## src/rtl/pcie_ingress_feeder.sv

```systemverilog
`default_nettype none
// ============================================================================
// Module   : pcie_ingress_feeder
// Purpose  : Upstream stage of PCIE_trans. Accepts 6-bit words from a
//            valid/ready producer, buffers them in a small skid FIFO and
//            drives push/data_in_principal into the main FIFO. Honours the
//            Pausa_MF backpressure and the logic-master status, and holds
//            all traffic until the logic master leaves init.
// Ports    : clk, reset_L (async, active-low)
//            init, active_out, idle_out, error_out : logic-master status
//            in_valid, in_data, in_ready           : producer handshake
//            Pausa_MF                              : main-FIFO almost-full
//            push, data_in_principal               : registered main-FIFO write
//            state_o                               : 0 WAIT 1 FWD 2 PAUSE 3 ERR
//            push_count (wraps), drop_count (saturates)
// Revision : 1.0 - initial release
// ============================================================================
module pcie_ingress_feeder #(
  parameter int DEPTH = 4,
  parameter int PTR_W = 2,
  parameter int CNT_W = 8
) (
  input  logic             clk,
  input  logic             reset_L,
  input  logic             init,
  input  logic             in_valid,
  input  logic [5:0]       in_data,
  output logic             in_ready,
  input  logic             Pausa_MF,
  input  logic             active_out,
  input  logic             idle_out,
  input  logic             error_out,
  output logic             push,
  output logic [5:0]       data_in_principal,
  output logic [1:0]       state_o,
  output logic [CNT_W-1:0] push_count,
  output logic [CNT_W-1:0] drop_count
);

  typedef enum logic [1:0] {
    S_WAIT  = 2'd0,
    S_FWD   = 2'd1,
    S_PAUSE = 2'd2,
    S_ERR   = 2'd3
  } state_t;

  localparam logic [PTR_W:0]   C_DEPTH   = (PTR_W + 1)'(DEPTH);
  localparam logic [PTR_W:0]   C_CNT_ONE = 1;
  localparam logic [PTR_W-1:0] C_PTR_ONE = 1;
  localparam logic [CNT_W-1:0] C_STAT_ONE = 1;

  state_t           r_state;
  state_t           w_state_nxt;
  logic [5:0]       r_mem [DEPTH];
  logic [PTR_W-1:0] r_rd_ptr;
  logic [PTR_W-1:0] r_wr_ptr;
  logic [PTR_W:0]   r_count;
  logic             r_push;
  logic [5:0]       r_data;
  logic [CNT_W-1:0] r_push_count;
  logic [CNT_W-1:0] r_drop_count;

  logic w_flush;
  logic w_wr_en;
  logic w_rd_en;
  logic w_drop;

  // Either logic-master override empties the skid FIFO and swallows any
  // same-cycle write.
  assign w_flush  = error_out | init;
  assign in_ready = ((r_state == S_FWD) || (r_state == S_PAUSE)) && (r_count < C_DEPTH);
  assign w_wr_en  = in_valid & in_ready & ~w_flush;
  assign w_rd_en  = (r_state == S_FWD) & ~Pausa_MF & ~w_flush & (r_count != '0);
  assign w_drop   = in_valid & ~in_ready;

  always_comb begin
    w_state_nxt = r_state;
    if (error_out) begin
      w_state_nxt = S_ERR;
    end else if (init) begin
      // Covers ERR as well: init is the only way out of ERR.
      w_state_nxt = S_WAIT;
    end else begin
      case (r_state)
        S_WAIT:  if (idle_out | active_out) w_state_nxt = S_FWD;
        S_FWD:   if (Pausa_MF)              w_state_nxt = S_PAUSE;
        S_PAUSE: if (!Pausa_MF)             w_state_nxt = S_FWD;
        default: w_state_nxt = S_ERR;   // ERR is sticky until init
      endcase
    end
  end

  always_ff @(posedge clk or negedge reset_L) begin
    if (!reset_L) begin
      r_state      <= S_WAIT;
      r_rd_ptr     <= '0;
      r_wr_ptr     <= '0;
      r_count      <= '0;
      r_push       <= 1'b0;
      r_data       <= '0;
      r_push_count <= '0;
      r_drop_count <= '0;
    end else begin
      r_state <= w_state_nxt;

      if (w_flush) begin
        r_rd_ptr <= '0;
        r_wr_ptr <= '0;
        r_count  <= '0;
        r_push   <= 1'b0;
      end else begin
        if (w_wr_en) r_wr_ptr <= r_wr_ptr + C_PTR_ONE;
        if (w_rd_en) r_rd_ptr <= r_rd_ptr + C_PTR_ONE;
        case ({w_wr_en, w_rd_en})
          2'b10:   r_count <= r_count + C_CNT_ONE;
          2'b01:   r_count <= r_count - C_CNT_ONE;
          default: r_count <= r_count;
        endcase
        r_push <= w_rd_en;
        // Data is held between pushes so the main FIFO sees a stable bus.
        if (w_rd_en) r_data <= r_mem[r_rd_ptr];
      end

      if (w_rd_en) r_push_count <= r_push_count + C_STAT_ONE;
      if (w_drop && (r_drop_count != '1)) r_drop_count <= r_drop_count + C_STAT_ONE;
    end
  end

  // Storage needs no reset: an entry is only read after it has been written.
  always_ff @(posedge clk) begin
    if (w_wr_en) r_mem[r_wr_ptr] <= in_data;
  end

  assign push              = r_push;
  assign data_in_principal = r_data;
  assign state_o           = r_state;
  assign push_count        = r_push_count;
  assign drop_count        = r_drop_count;

endmodule
`default_nettype wire

```

## config.mk

```make
export PLATFORM = sky130hd
export DESIGN_NAME = pcie_ingress_feeder
export DESIGN_NICKNAME = d
export VERILOG_FILES = /design/src/rtl/pcie_ingress_feeder.sv
export SDC_FILE = /design/constraint.sdc
export NUM_CORES = 1
export LEC_CHECK = 0
export ABC_AREA = 1
export CORE_ASPECT_RATIO = 1.2
export CORE_MARGIN = 8
export CORE_UTILIZATION = 49
export DETAILED_ROUTE_END_ITERATION = 12
export GPL_ROUTABILITY_DRIVEN = 0
export PLACE_DENSITY_LB_ADDON = 0.08
export SYNTH_ARGS = -nofsm -noshare
export SYNTH_HDL_FRONTEND = slang
export SYNTH_SLANG_ARGS = --single-unit
```

## constraint.sdc

```tcl
create_clock -name clk -period 6.3 [get_ports clk]
set_input_delay 0.63 -clock clk [delete_from_list [all_inputs] [get_ports clk]]
set_output_delay 0.63 -clock clk [all_outputs]
set_load 0.1 [all_outputs]
```

==> flow_metrics.env <==
export IMPL_placement_io_buffers=39
export IMPL_syn_inst=313
export IMPL_timing_critical_path_from_type="register"
export IMPL_clockRootBuffer="clkbuf_8"
export IMPL_worstReg2RegStart="state_o[1]"
export IMPL_die_area_um2=8449
export IMPL_cts_tree="built"
export IMPL_mappedNetlistNets=340
export IMPL_drt_pass1_iter_count=4
export IMPL_tritoncts_buffers=5
export IMPL_fillCellCount=490
export IMPL_starting_density_of_the_core=0.5043
export IMPL_ys_seq_elements=56
export IMPL_vias_per_cell=4.907
export IMPL_cts_path_max_buffers=2
export IMPL_grt_pass1_vias=2090
export IMPL_final_hold_violation_count=0
export IMPL_timing_final_crit_period_ps=3203
export IMPL_place_hpwl_mm=3.910
export IMPL_rsz0062_at_grt="false"
export IMPL_post_cts_hold_buffer_count=0
export IMPL_ys_seq_area_frac=0.5395
export IMPL_worst_path_max_fanout=6
export IMPL_remaining_drc_errors=0
export IMPL_cp_arrival_ps=2570
export IMPL_syn_area_um2=2820
export IMPL_floorplan_die_height_um=99.11
export IMPL_placeableCoreArea_um2=5593
export IMPL_routed_wire_length_per_instance_um=13.04
export IMPL_groute_usage_overall=0.1394
export IMPL_num_nets_final=380
export IMPL_ff_to_ff_path_depth=12
export IMPL_num_antenna_cells=0
export IMPL_post_synth_num_cell_types=26
export IMPL_max_cap_violations=0
export IMPL_maxSlewViolCount=0
export IMPL_finalSetupViolations=0
export IMPL_routed_wl_mm=5.451
export IMPL_synth_warnings=0
export IMPL_ant_nets=0
export IMPL_p_leak_uw=0.001549
export IMPL_min_delay_start="data_in_principal[1]"
export IMPL_signed_area_change_from_the_synthesized_netlist_to_the_final_layout_pct=19.03
export IMPL_wire_length_of_the_first_global_routing_pass_mm=9.660
export IMPL_finalClockSkew_ps=11.47
export IMPL_timing_hold_worst_class="register to register"
export IMPL_worst_ep_required_time_ps=5670
export IMPL_endpoint_kind="primary output"
export IMPL_worstSkewPairLatency_ps=310
export IMPL_floorplan_die_width_um=85.26
export IMPL_worst_setup_path_class="register to primary output"
export IMPL_vias=2051
export IMPL_status="finished, final reports clean"
export IMPL_post_cts_setup_buffers=0
export IMPL_layout_commonest_cell="nand2_1"
export IMPL_antenna_violations_before_repair=0
export IMPL_synthesis_area_per_instance_um2=9.010
export IMPL_timing_slew_headroom=0.3480
export IMPL_max_clock_freq_mhz=312.2
export IMPL_cts_htree_levels=2
export IMPL_globalRoute_totalOverflow=0
export IMPL_cts_reportedPaths_clkPinSlew_ps=90
export IMPL_fin_ws_ps=3097
export IMPL_ir_drop_mv=0.3234
export IMPL_pin_count=40
export IMPL_final_setup_tns_ps=0
export IMPL_most_common_layout_cells="95 x nand2_1, 39 x clkdlybuf4s50_1, 38 x nor2_1, 33 x inv_1, 32 x dfrtp_1"
export IMPL_dpl_worst_slack_ps=3278
export IMPL_post_route_clock_period_utilization=0.5084
export IMPL_largest_net_degree_at_the_start_of_global_routing=33
export IMPL_rows=30
export IMPL_hold_path_cell_count=2
export IMPL_power_density_nw_per_um2=347.2
export IMPL_sequential_cell_area_um2=1521
export IMPL_critPathLaunch="state_o[0]"
export IMPL_tightest_slew_ps=975.0
export IMPL_dr_first_iter_drc_count=96
export IMPL_multiInputGateArea_um2=1107
export IMPL_cts_resized=0
export IMPL_cts_sinks=56
export IMPL_final_layout_size_suffix_gt1_frac=0.07627
-- metrics by stage --
stage / cells / total power [uW] / utilization / area [um2] / hold slack [ps]
final: 418 / 1166 / 0.6002 / 3357 / 483.5
after CTS: 418 / 1179 / 0.6002 / 3357 / 490.9
after global routing: 418 / 1221 / 0.6002 / 3357 / 535.7
after floorplan: 313 / 827.4 / - / 2820 / 334.4
after global placement: 410 / 936.2 / 0.5803 / 3246 / 466.7
after detailed placement: 410 / 941.2 / 0.5803 / 3246 / 465.8
-- cell type report --
cell class / count / area share
clock buffers: 6 / 0.02162
repair buffers: 40 / 0.1185
inverters: 37 / 0.04137
flip-flops and latches: 56 / 0.4532
multi-input cells: 213 / 0.3299
clock inverters: 2 / 0.01155
well taps: 64 / 0.02385
-- worst max-delay path, cell delays in order (launching register included) --
cell and delay (ps):
dfrtp_1 450, inv_1 90, ha_1 290, inv_1 60, nor2_4 200, clkdlybuf4s50_1 1180
-- kinds of logic (layout without fill, tap and decap cells) --
family	Yosys count	after routing	share of synthesized area
compound gates	24	24	0.04525
flops	56	56	0.5395
simple gates	169	169	0.2653
fa+ha+maj	13	13	0.06034
xor+xnor	7	7	0.02174
buf+inv	44	85	0.06787
-- final timing paths --
kind,to,slack [ps]
hold / removal,data_in_principal[1],480
max in group asynchronous,push_count[1],5260
min in group asynchronous,push_count[2],730
setup / recovery,in_ready,3100
setup reg to reg,r_count[2],3840
hold reg to reg,data_in_principal[1],480
-- registers in the layout, indices dropped and copies added, names as in the netlist --
signal and cells:
data_in_principal 6, drop_count 8, push 1, push_count 8, r_count 3, r_mem 24
r_rd_ptr 2, r_wr_ptr 2, state_o 2
-- synthesized netlist by cell type, drive strengths merged --
cell / n / area (um2)
nand2: 99 / 391.6
nor2: 45 / 210.2
inv: 37 / 138.9
dfrtp: 32 / 800.8
edfxtp: 24 / 720.7
o21ai: 23 / 122.6
nand3: 22 / 127.6
ha: 12 / 150.1
buf: 7 / 52.54
xor2: 4 / 35.03
nand4: 3 / 18.77
xnor2: 3 / 26.28
a21oi: 1 / 5.000
fa: 1 / 20.02
-- power breakdown --
group | internal [uW] | switching, uW | total [uW]
Sequential | 419 | 44.3 | 463
Clock | 120 | 116 | 237
Combinational | 112 | 354 | 466
Total | 651 | 514 | 1170
-- metal layers --
layer / vias to the layer above / global-route usage / routed length, um
met1: 942 / 0.1675 / 2436
met5: - / 0 / 0
li1: 1064 / - / -
met4: 0 / 0.04459 / 65
met3: 5 / 0.03878 / 295
met2: 40 / 0.2349 / 2653
Power figures use the tool's default switching activity.
